## src/rtl/router_output_arbiter.sv

```systemverilog
`default_nettype none
// +----------------------------------------------------------------------------+
// | Module  : router_output_arbiter                                            |
// | Desc    : Round-robin allocator + registered valid/ready output for one    |
// |           router output port, with a stall alarm for blocked downstream.   |
// | Rev     : 1.0  initial release                                             |
// +----------------------------------------------------------------------------+
module router_output_arbiter #(
    parameter int NUM_PORTS   = 5,
    parameter int DATA_WIDTH  = 32,
    parameter int STALL_LIMIT = 16,
    parameter int CNT_WIDTH   = 8
) (
    input  logic                            clk,
    input  logic                            rst_n,
    input  logic [NUM_PORTS-1:0]            req_valid,
    input  logic [NUM_PORTS*DATA_WIDTH-1:0] req_packet,
    output logic [NUM_PORTS-1:0]            req_ready,
    output logic [DATA_WIDTH-1:0]           out_packet,
    output logic                            out_valid,
    input  logic                            out_ready,
    output logic [NUM_PORTS-1:0]            last_grant,
    output logic                            stall_alarm
);

    localparam int c_PTR_W = (NUM_PORTS > 1) ? $clog2(NUM_PORTS) : 1;
    localparam logic [CNT_WIDTH-1:0] c_CNT_MAX   = {CNT_WIDTH{1'b1}};
    localparam logic [CNT_WIDTH-1:0] c_STALL_LIM = CNT_WIDTH'(STALL_LIMIT);
    localparam logic [c_PTR_W-1:0]   c_LAST_IDX  = c_PTR_W'(NUM_PORTS - 1);

    typedef enum logic [0:0] {
        S_EMPTY = 1'b0,
        S_FULL  = 1'b1
    } state_t;

    state_t                  r_state;
    state_t                  w_state_nxt;
    logic [DATA_WIDTH-1:0]   r_out_packet;
    logic [NUM_PORTS-1:0]    r_last_grant;
    logic [c_PTR_W-1:0]      r_rr_ptr;
    logic [CNT_WIDTH-1:0]    r_stall_cnt;
    logic                    r_stall_alarm;

    logic                    w_can_accept;
    logic                    w_found;
    logic [c_PTR_W-1:0]      w_win;
    logic [NUM_PORTS-1:0]    w_win_oh;
    logic [DATA_WIDTH-1:0]   w_win_pkt;
    logic                    w_accept;
    logic [c_PTR_W-1:0]      w_ptr_nxt;
    logic                    w_blocked;
    logic [CNT_WIDTH-1:0]    w_cnt_nxt;

    assign out_valid    = (r_state == S_FULL);
    assign w_can_accept = !out_valid || out_ready;

    // Two descending passes, last hit wins: indices at/above the pointer take
    // precedence over the wrapped-around indices below it.
    always_comb begin
        w_found   = 1'b0;
        w_win     = '0;
        w_win_oh  = '0;
        w_win_pkt = '0;
        for (int i = NUM_PORTS - 1; i >= 0; i--) begin
            if (req_valid[i] && (c_PTR_W'(i) < r_rr_ptr)) begin
                w_found     = 1'b1;
                w_win       = c_PTR_W'(i);
                w_win_oh    = '0;
                w_win_oh[i] = 1'b1;
                w_win_pkt   = req_packet[i*DATA_WIDTH +: DATA_WIDTH];
            end
        end
        for (int i = NUM_PORTS - 1; i >= 0; i--) begin
            if (req_valid[i] && (c_PTR_W'(i) >= r_rr_ptr)) begin
                w_found     = 1'b1;
                w_win       = c_PTR_W'(i);
                w_win_oh    = '0;
                w_win_oh[i] = 1'b1;
                w_win_pkt   = req_packet[i*DATA_WIDTH +: DATA_WIDTH];
            end
        end
    end

    assign w_accept  = w_can_accept && w_found;
    assign req_ready = w_accept ? w_win_oh : '0;
    assign w_ptr_nxt = (w_win == c_LAST_IDX) ? '0 : w_win + 1'b1;

    always_comb begin
        w_state_nxt = r_state;
        if (w_accept) begin
            w_state_nxt = S_FULL;
        end else if (r_state == S_FULL && out_ready) begin
            w_state_nxt = S_EMPTY;
        end
    end

    assign w_blocked = out_valid && !out_ready;

    always_comb begin
        w_cnt_nxt = '0;
        if (w_blocked) begin
            w_cnt_nxt = (r_stall_cnt == c_CNT_MAX) ? r_stall_cnt : r_stall_cnt + 1'b1;
        end
    end

    always_ff @(posedge clk or negedge rst_n) begin
        if (!rst_n) begin
            r_state       <= S_EMPTY;
            r_out_packet  <= '0;
            r_last_grant  <= '0;
            r_rr_ptr      <= '0;
            r_stall_cnt   <= '0;
            r_stall_alarm <= 1'b0;
        end else begin
            r_state <= w_state_nxt;
            if (w_accept) begin
                r_out_packet <= w_win_pkt;
                r_last_grant <= w_win_oh;
                r_rr_ptr     <= w_ptr_nxt;
            end
            r_stall_cnt   <= w_cnt_nxt;
            r_stall_alarm <= (w_cnt_nxt >= c_STALL_LIM);
        end
    end

    assign out_packet  = r_out_packet;
    assign last_grant  = r_last_grant;
    assign stall_alarm = r_stall_alarm;

endmodule
`default_nettype wire
```

## config.mk

```make
export PLATFORM = sky130hd
export DESIGN_NAME = router_output_arbiter
export DESIGN_NICKNAME = d
export VERILOG_FILES = /design/src/rtl/router_output_arbiter.sv
export SDC_FILE = /design/constraint.sdc
export NUM_CORES = 1
export LEC_CHECK = 0
export CELL_PAD_IN_SITES_DETAIL_PLACEMENT = 0
export CELL_PAD_IN_SITES_GLOBAL_PLACEMENT = 2
export CORE_UTILIZATION = 25
export CTS_BUF_LIST = sky130_fd_sc_hd__clkbuf_8
export DETAILED_ROUTE_END_ITERATION = 6
export GPL_ROUTABILITY_DRIVEN = 0
export PLACE_DENSITY = 0.92
export SETUP_SLACK_MARGIN = 0.4
export SYNTH_ARGS = -nofsm -noshare
export SYNTH_HDL_FRONTEND = slang
export SYNTH_SLANG_ARGS = --single-unit
export TNS_END_PERCENT = 20
```

## constraint.sdc

```tcl
create_clock -name clk -period 3.3 [get_ports clk]
set_input_delay 0.495 -clock clk [delete_from_list [all_inputs] [get_ports clk]]
set_output_delay 0.495 -clock clk [all_outputs]
set_load 0.02 [all_outputs]
```

======== After elaboration in Yosys (flattened, before gate mapping) ========
Index checks and enable logic that the tools add are counted.
operators by class
  add/sub/neg operators ................... 2
  magnitude comparators ................... 11
  equal/unequal tests ..................... 2
  multiplexer cells ....................... 46
  reduce and logical (&&, ||, !) cells .... 17
operators by type and width
  kind                                                                                  number
  32-bit two-way mux                                                                    10
  5-bit two-way mux                                                                     11
  3-bit two-way mux                                                                     11
  8-bit two-way mux                                                                     2
  1-bit logical AND                                                                     13
  1-bit two-way mux                                                                     12
  8-bit by 1-bit adder with 8-bit output (second input constant)                        1
  8-bit == test (second input constant)                                                 1
  8-bit by 5-bit greater-or-equal comparator with 1-bit output (second input constant)  1
  1-bit by 3-bit greater-or-equal comparator with 1-bit output (first input constant)   2
  2-bit by 3-bit greater-or-equal comparator with 1-bit output (first input constant)   2
  1-bit by 3-bit < comparator with 1-bit output (first input constant)                  2
  2-bit by 3-bit < comparator with 1-bit output (first input constant)                  2
  3-bit by 1-bit adder with 3-bit output (second input constant)                        1
  3-bit == test (second input constant)                                                 1
  3-bit greater-or-equal comparator (first input constant)                              1
  3-bit < comparator (first input constant)                                             1
  1-bit logical NOT                                                                     2
  2-bit nonzero test                                                                    1
  1-bit logical OR                                                                      1
word-level totals
  register bits after elaboration ......... 50
  bits of input ports ..................... 168
  output and inout port bits .............. 44
  logic and storage cells ................. 84

======== Longest topological paths before layout ========
Gate-level depths: netlist (run 1).
  depth after elaboration ................. 14
  depth in mapped cells ................... 11
  gate-level depth less buffers ........... 9

======== Least setup slack after synthesis (run 1) ========
No wires, ideal clock.
  path type ............................... input to register
  start point ............................. input port req_valid[4]
  end point ............................... register r_rr_ptr[2]
  library setup time ...................... 87 ps
  arrival ................................. 2,434 ps
  required time ........................... 3,213 ps
  path slack .............................. 779 ps
  cell stages on the path ................. 9
  path buffers ............................ 1
  cells stage by stage .................... buf_2 nor3b_4 a2111oi_0 o31ai_1 a21oi_1 inv_1 ha_1 or4_1 o211ai_1
on the way
  cells in the longest elaborated chain, start to end .. 13
  elaborated cells between the ends (all ways) .. 26
  classes of those cells .................. add/sub (1); eq/ne (1); mux (21); reduce/logical (3)
ends and longest elaborated chain
  what                                                                     RTL line  source
  start, declared                                                          16        input logic [NUM_PORTS-1:0] req_valid,
  1-bit logical AND                                                        65        if (req_valid[i] && (c_PTR_W'(i) < r_rr_ptr)) begin
  3-bit two-way mux (5 in a row)                                           65
  3-bit two-way mux (5 in a row)                                           74        if (req_valid[i] && (c_PTR_W'(i) >= r_rr_ptr)) begin
  3-bit by 1-bit adder with 3-bit output or 3-bit == test (tied branches)  86        assign w_ptr_nxt = (w_win == c_LAST_IDX) ? '0 : w_win + 1'b1;
  3-bit two-way mux                                                        86
  end signal, assigned                                                     119       r_rr_ptr <= w_ptr_nxt;
  end, declared                                                            40        logic [c_PTR_W-1:0] r_rr_ptr;
Parallel ways exist; a longest one is shown, timed or not.
A chain may end at the register's enable or synchronous reset.

======== Final worst setup path (run 1) ========
  start point ............................. input port req_valid[0]
  end point ............................... output port req_ready[4]
on the way
  cells in the longest elaborated chain, start to end .. 9
  elaborated cells between the ends (all ways) .. 16
  classes of those cells .................. mux (13); reduce/logical (3)
ends and longest elaborated chain
  what                            RTL line  source
  1-bit logical AND               65
  1-bit two-way mux               65
  1-bit two-way mux (5 in a row)  74
  1-bit logical AND               84        assign w_accept = w_can_accept && w_found;
  5-bit two-way mux *             85        assign req_ready = w_accept ? w_win_oh : '0;
  end, declared                   18        output logic [NUM_PORTS-1:0] req_ready,
Mark *: on every way between the ends. The rest lies on a longest branch, timed or not.

==> results of run 1 <==
==> cell type report <==
class | instances | area [um^2]
Inverter | 8 | 30.03
Fill cell | 2304 | 13600
Sequential cell | 50 | 1257
Multi-Input combinational cell | 617 | 3958
Timing Repair Buffer | 272 | 2576
Clock buffer | 5 | 68.82
Tap cell | 280 | 350.3
Clock inverter | 3 | 47.55
==> placed cells by master, fill, tap and decap left out, drive strengths merged, types with 3 or more instances in the layout <==
master,n
mux2i,8
xnor2,3
a221oi,18
a21oi,78
a311oi,18
clkbuf,5
or3,8
nand3,12
a31oi,14
clkdlybuf4s50,206
dfrtp,50
nand2,68
nor3,26
o31ai,22
a2bb2oi,19
buf,63
nand2b,21
o21ai,77
o221ai,18
a211oi,12
o22ai,40
and3b,6
a21o,7
and3,22
inv,9
ha,3
nor3b,3
nor2,59
or4,7
nor2b,6
a221o,12
==> critical path, stage by stage <==
cell	delay (ns)
clkdlybuf4s50_1	0.48
buf_4	0.18
buf_4	0.15
o22ai_1	0.15
a32o_1	0.23
nand3_1	0.11
nor2_1	0.24
clkdlybuf4s50_1	0.66
==> state kept, by name, indices dropped and copies added, names as in the netlist <==
| register | cells |
|---|---|
| out_packet | 32 |
| r_stall_cnt | 8 |
| last_grant | 5 |
| r_rr_ptr | 3 |
| out_valid | 1 |
| stall_alarm | 1 |
==> worst paths after layout <==
kind | end | slack, ns | cells past startpoint
setup / recovery | req_ready[4] | 0.11 | 8
hold / removal | out_packet[30] | 0.30 | 1
setup reg to reg | r_rr_ptr[2] | 0.45 | 9
hold reg to reg | last_grant[2] | 0.49 | 1
max in group asynchronous | r_stall_cnt[3] | 2.28 | 2
min in group clk | last_grant[2] | 0.49 | 1
==> stage by stage <==
stage | worst slack (ns) | util, % | power [mW]
6_report | 0.1062 | 37.86 | 5.273
5_1_grt | 0.03066 | 37.86 | 5.631
4_1_cts | 0.1340 | 37.82 | 5.271
3_5_place_dp | 0.007425 | 37.28 | 4.741
3_3_place_gp | 0.04025 | 37.28 | 4.717
2_1_floorplan | 0.7792 | - | 3.253
==> synth_stat cells, types with 3 or more instances <==
library cell	instances	share of area, %
a21oi_1	78	7.0
dfrtp_1	50	22
nand3_1	12	1.1
nor3_1	26	2.3
nor2b_1	6	0.67
a2bb2oi_1	12	1.9
a31oi_1	14	1.6
nand2_1	67	4.5
o22ai_1	39	4.3
buf_2	35	3.1
o31ai_2	6	1.3
and3_1	22	2.5
inv_1	8	0.54
a221o_1	12	2.1
o221ai_1	7	1.1
o221ai_2	11	2.9
and3b_1	6	0.94
buf_1	5	0.33
buf_4	5	0.67
clkbuf_1	34	2.3
a221oi_1	18	2.8
nand2b_1	21	2.3
xnor2_1	3	0.47
buf_6	4	0.80
o21ai_1	6	0.54
a21o_1	7	0.94
ha_1	3	0.67
o31ai_1	16	2.1
mux2i_1	8	1.4
a2bb2oi_2	7	1.9
a311oi_1	18	2.8
a211oi_1	12	1.6
or4_1	7	0.94
or3_1	8	0.89
o21ai_0	69	6.2
nor2_1	58	3.9
==> power by group through the flow <==
| stage | Sequential, mW | Combinational, mW | Clock (mW) |
|---|---|---|---|
| 4_1_cts | 1.08 | 3.66 | 0.528 |
| 2_1_floorplan | 1.27 | 1.98 | 0 |
| 3_5_place_dp | 1.09 | 3.65 | 0 |
| 6_report | 1.08 | 3.68 | 0.511 |
| 3_3_place_gp | 1.09 | 3.63 | 0 |
| 5_1_grt | 1.12 | 3.96 | 0.546 |
==> kinds of logic after synthesis <==
group | after synthesis | share of synthesized area, %
XOR/XNOR | 4 | 0.6244
AO/OA/AOI/OAI | 355 | 45.04
multiplexers | 8 | 1.427
flip-flops | 50 | 22.30
adder cells (fa/ha/maj) | 3 | 0.6690
AND/OR/NAND/NOR | 247 | 22.21
buffers and inverters | 91 | 7.737
==> per-layer routing <==
| metal | wire, um | up-vias |
|---|---|---|
| met5 | 12 | - |
| met4 | 648 | 2 |
| met3 | 1751 | 43 |
| met2 | 12330 | 331 |
| met1 | 11990 | 3469 |
| li1 | - | 3332 |
==> repair_timing <==
action	in CTS	in global routing
gates resized for setup	5	4
setup endpoints to repair	6	6
endpoints found under the hold margin	0	0
==> key figures, run 1 <==
Status
  • Status: finished clean

Floorplanning
  • Ports: 212
  • Die Area: 23050 um^2
  • Die Y: 151.8 um
  • Die width: 151.8 um
  • Starting Density: 25.63%
  • CORE AREA: 21890 um^2
  • Cell row count: 54

Critical path
  • Crit path from: req_valid[0]
  • Worst EP required: 2.80 ns
  • Worst Setup Start Kind: input pin
  • Critical Setup Path Class: in2out
  • RR Startpoint: r_rr_ptr[1]
  • Max FO, Critical Path: 6
  • Nature of the critical path endpoint: output pin
  • Critical Path AT: 2.70 ns

Power
  • Combinational share of power: 69.7%
  • Power per cell area: 636.3 nW/um^2
  • Power Internal: 2.679 mW
  • Sw Pwr: 2.595 mW
  • Worst vdd ir: 0.2341 mV
  • Sw frac: 49.20%
  • Clock power frac: 9.7%
  • Flop pwr share: 20.6%
  • Static leakage: 3.141 nW

Routing
  • Drt wl/cell: 21.65 um
  • Via/cell ratio: 5.811
  • First-pass DRT Iterations: 5
  • Remaining antenna violation count after routing: 0
  • DR iter-0 viols: 672
  • Post-detailed-route DRC marker count: 0
  • Final WL: 26730 um
  • Vias: 7177

Clocking
  • Clk Latency, worst-skew pair: 0.34 ns
  • Reg clk slew, reported paths: 0.12 ns
  • Post-CTS Hold Buffers: 0
  • CTS H-tree depth: 2
  • TritonCTS Buffers: 5
  • Post-CTS Setup Bufs: 0
  • CTS sink count: 50
  • CTS root buf: clkbuf_8
  • CTS tree: built
  • Longest Clk Path Bufs: 2

Cells and area
  • Layout area overhead: 47.69%
  • Share of cells above drive strength 1: 12.04%
  • Final #Nets: 1125
  • Fin cells: 1235
  • # diodes: 0
  • Final Instance Area: 8288 um^2

Worst hold path
  • Hold crit path type: in2async

Logic synthesis
  • Post-synthesis sequential area ratio: 22.30%
  • Syn_area_per_cell: 7.403 um^2
  • Yosys reg bits: 50
  • Post-synth EDFFs: 0
  • Fraction of registers with async set/reset: 100.0%
  • Syn nets: 929
  • YS warnings: 0
  • Ys flop type: dfrtp_1
  • Netlist cell types: 66
  • Synthesized cell area: 5612 um^2
  • Synthesized instance count: 758

Timing
  • Max Clock Skew: 0.01425 ns
  • Max Slew Vio Count: 0
  • Tightest Pin Transition: 0.9833 ns
  • Setup TNS: 0 ns
  • Relative slew slack: 34.44%
  • Min cycle time layout: 3.194 ns
  • Max frequency: 0.3131 GHz
  • Hold Fails Final Rpt: 0
  • RSZ-0062 raised after global routing: true
  • Hold WS: 0.3000 ns
  • Final setup viols: 0
  • Final period util: 96.78%

Place
  • PortBufs: 211
  • Inst Count DP: 1227
  • DP Area: 8160 um^2
  • Post-detail-place hpwl: 18820 um

Global route
  • Global routing usage on met3: 3.965%
  • Vias in the first global route: 7071
  • First-pass GRT wire length: 41690 um
  • Met1 GRT Util: 31.63%
  • Antenna violations before repair: 2
  • Top Usage Layer GRT: met2
  • GR Overflow Total: 0
  • GRT met2 Usage: 35.50%
  • Gr usage total: 22.71%
  • Largest net degree at the start of global routing: 51

Run
  • Number of max-cap violations: 0
No activity file was read; power rests on OpenSTA's default activity.
==> run 2: changes to the inputs <==
GPL_TIMING_DRIVEN = 0   (was unset)
==> key figures, run 2 (synthesis gave the netlist of run 1 again) <==
Floorplanning
  • Starting Density: 25.63% (unchanged)
  • Die Area: 23050 um^2 (unchanged)
  • Die Y: 151.8 um (unchanged)
  • CORE AREA: 21890 um^2 (unchanged)
  • Cell row count: 54 (unchanged)
  • Ports: 212 (unchanged)
  • Die width: 151.8 um (unchanged)

Timing
  • Relative slew slack: 33.33% (-1.1 points)
  • Final period util: 90.66% (-6.1 points)
  • Tightest Pin Transition: 0.9974 ns (+0.01404 ns)
  • Final worst slack: 0.3082 ns (+0.2019 ns)
  • Min cycle time layout: 2.992 ns (-0.2019 ns)
  • Final setup viols: 0 (unchanged)
  • Hold Fails Final Rpt: 0 (unchanged)
  • Setup TNS: 0 ns (unchanged)
  • RSZ-0062 raised after global routing: true
  • Max frequency: 0.3342 GHz (+6.7%)
  • Max Clock Skew: 0.02153 ns (+0.007281 ns)
  • Max Slew Vio Count: 0 (unchanged)

Cells and area
  • Commonest cells after routing, fill and taps aside: clkdlybuf4s50_1 (202), a21oi_1 (75), nand2_1 (67), o21ai_0 (67), nor2_1 (56)
  • FF/Latch Area: 1251 um^2 (-0.50%)
  • Max reg flops: 32 (unchanged)
  • Most common cell after layout, fill and taps aside: clkdlybuf4s50_1
  • Multi-input gate area: 4033 um^2 (+1.9%)
  • Final Instance Area: 8378 um^2 (+1.1%)
  • Fin util: 38.27% (+0.41 points)
  • Fillers: 2327 (+1.0%)
  • Share of cells above drive strength 1: 12.50% (+0.46 points)
  • Layout area overhead: 49.30%
  • Final #Nets: 1154 (+2.6%)

Routing
  • Vias: 7347 (+2.4%)
  • Remaining antenna violation count after routing: 0 (unchanged)
  • Drt wl/cell: 22.70 um (+4.9%)
  • First-pass DRT Iterations: 6 (+1)
  • DR iter-0 viols: 630 (-6.3%)
  • Via/cell ratio: 5.808 (about the same)
  • Post-detailed-route DRC marker count: 0 (unchanged)
  • Final WL: 28710 um (+7.4%)

Global route
  • First-pass GRT wire length: 43990 um (+5.5%)
  • Gr usage total: 24.32% (+1.6 points)
  • GR Overflow Total: 0 (unchanged)
  • Largest net degree at the start of global routing: 29 (-43%)
  • Antenna violations before repair: 1 (-1)
  • Vias in the first global route: 7390 (+4.5%)

Clocking
  • Longest Clk Path Bufs: 2 (unchanged)
  • CTS tree: built
  • TritonCTS Buffers: 5 (unchanged)
  • CTS sink count: 50 (unchanged)
  • Reg clk slew, reported paths: 0.13 ns (about the same)
  • CTS H-tree depth: 2 (unchanged)
  • Clk Latency, worst-skew pair: 0.35 ns (about the same)
  • Post-CTS Hold Buffers: 0 (unchanged)
  • CTS root buf: clkbuf_8

Status
  • Status: finished clean

Place
  • PortBufs: 210 (-0.47%)
  • DP Area: 8079 um^2 (-1.0%)
  • Post-detail-place hpwl: 21510 um (+14%)
  • Place WS: -0.6321 ns (-0.6396 ns)

Critical path
  • Buf/Inv on CP: 4 (unchanged)
  • Critical Setup Path Class: in2out
  • Crit path from: req_valid[2]
  • Reg2Reg Depth: 10 (+1)
  • Delay-heaviest family, CP: buffers and inverters
  • Critical Path AT: 2.50 ns (-0.20 ns)
  • Max FO, Critical Path: 10 (+4)
  • Nature of the critical path endpoint: output pin
  • CP peak stage delay: 0.54 ns (-0.12 ns)
  • Worst EP required: 2.80 ns (about the same)
  • Critical path, cell by cell: clkdlybuf4s50_1 -> buf_6 -> a21boi_4 -> nand2_2 -> buf_2 -> o41ai_2 -> and3_1 -> clkdlybuf4s15_2
  • Reg2reg setup slack: 0.59 ns (+0.14 ns)
  • RR Startpoint: r_rr_ptr[0]
  • Worst R2R End: r_rr_ptr[2]
  • Crit. path cell count: 8 (unchanged)
  • CP max-delay cell: clkdlybuf4s50_1
  • Worst Setup Start Kind: input pin

Worst hold path
  • Hold crit path type: in2async

Power
  • Static leakage: 3.117 nW (-0.78%)
  • Power per cell area: 647.7 nW/um^2 (+1.8%)
  • Total power: 5.427 mW (+2.9%)
  • Worst vdd ir: 0.2681 mV (+15%)

Run
  • Number of max-cap violations: 0 (unchanged)
==> run 2: per-stage QoR <==
stage | hold slack [ns] | instances
2_1_floorplan | 0.1994 | 758
3_3_place_gp | 0.4598 | 1248
3_5_place_dp | 0.4681 | 1249
4_1_cts | 0.1752 | 1264
5_1_grt | 0.1931 | 1265
6_report | 0.1577 | 1265
==> run 2: cell type report <==
type / count / area share, %
Sequential cell: 50 / 14.93
Inverter: 8 / 0.3584
Clock buffer: 5 / 0.8214
Tap cell: 280 / 4.182
Buffer: 83 / 5.167
Antenna cell: 1 / 0.02987
Clock inverter: 3 / 0.5376
Multi-Input combinational cell: 617 / 48.13
Timing Repair Buffer: 218 / 25.84
==> run 2: metal layers <==
| layer | vias to the layer above | share of wire (%) | GRT usage [%] |
|---|---|---|---|
| li1 | 3393 | - | - |
| met1 | 3473 | 44 | 33.04 |
| met2 | 409 | 46 | 38.55 |
| met3 | 72 | 6.9 | 4.079 |
| met4 | 0 | 3.1 | 8.857 |
| met5 | - | 0 | 0 |
==> run 2: worst max-delay path by stage <==
stage                      to
2_1_floorplan     r_rr_ptr[2]
3_3_place_gp     req_ready[0]
3_5_place_dp     req_ready[0]
4_1_cts          req_ready[3]
5_1_grt        out_packet[29]
6_report         req_ready[2]
==> run 2: where the power goes <==
part           switching [mW]  total (mW)  leakage (nW)  internal, mW
sequential              0.182        1.03         0.617         0.850
clock                   0.276       0.503        0.0504         0.227
combinational            2.28        3.89          2.45          1.61
total                    2.74        5.43          3.12          2.68
==> run 2: worst register-to-register path: cells and delay by family, from the launching register on <==
family	cells	cell delay (ns)
AO/OA/AOI/OAI	5	0.71
buffers and inverters	3	0.63
adder cells (fa/ha/maj)	1	0.22
flip-flops	1	0.56
AND/OR/NAND/NOR	1	0.51
==> run 2: what timing repair did <==
action                                  in CTS  in global routing
pin swaps                                    5                  1
endpoints found under the setup margin       7                 16
gates resized for setup                     33                 20
setup buffers                                7                  0
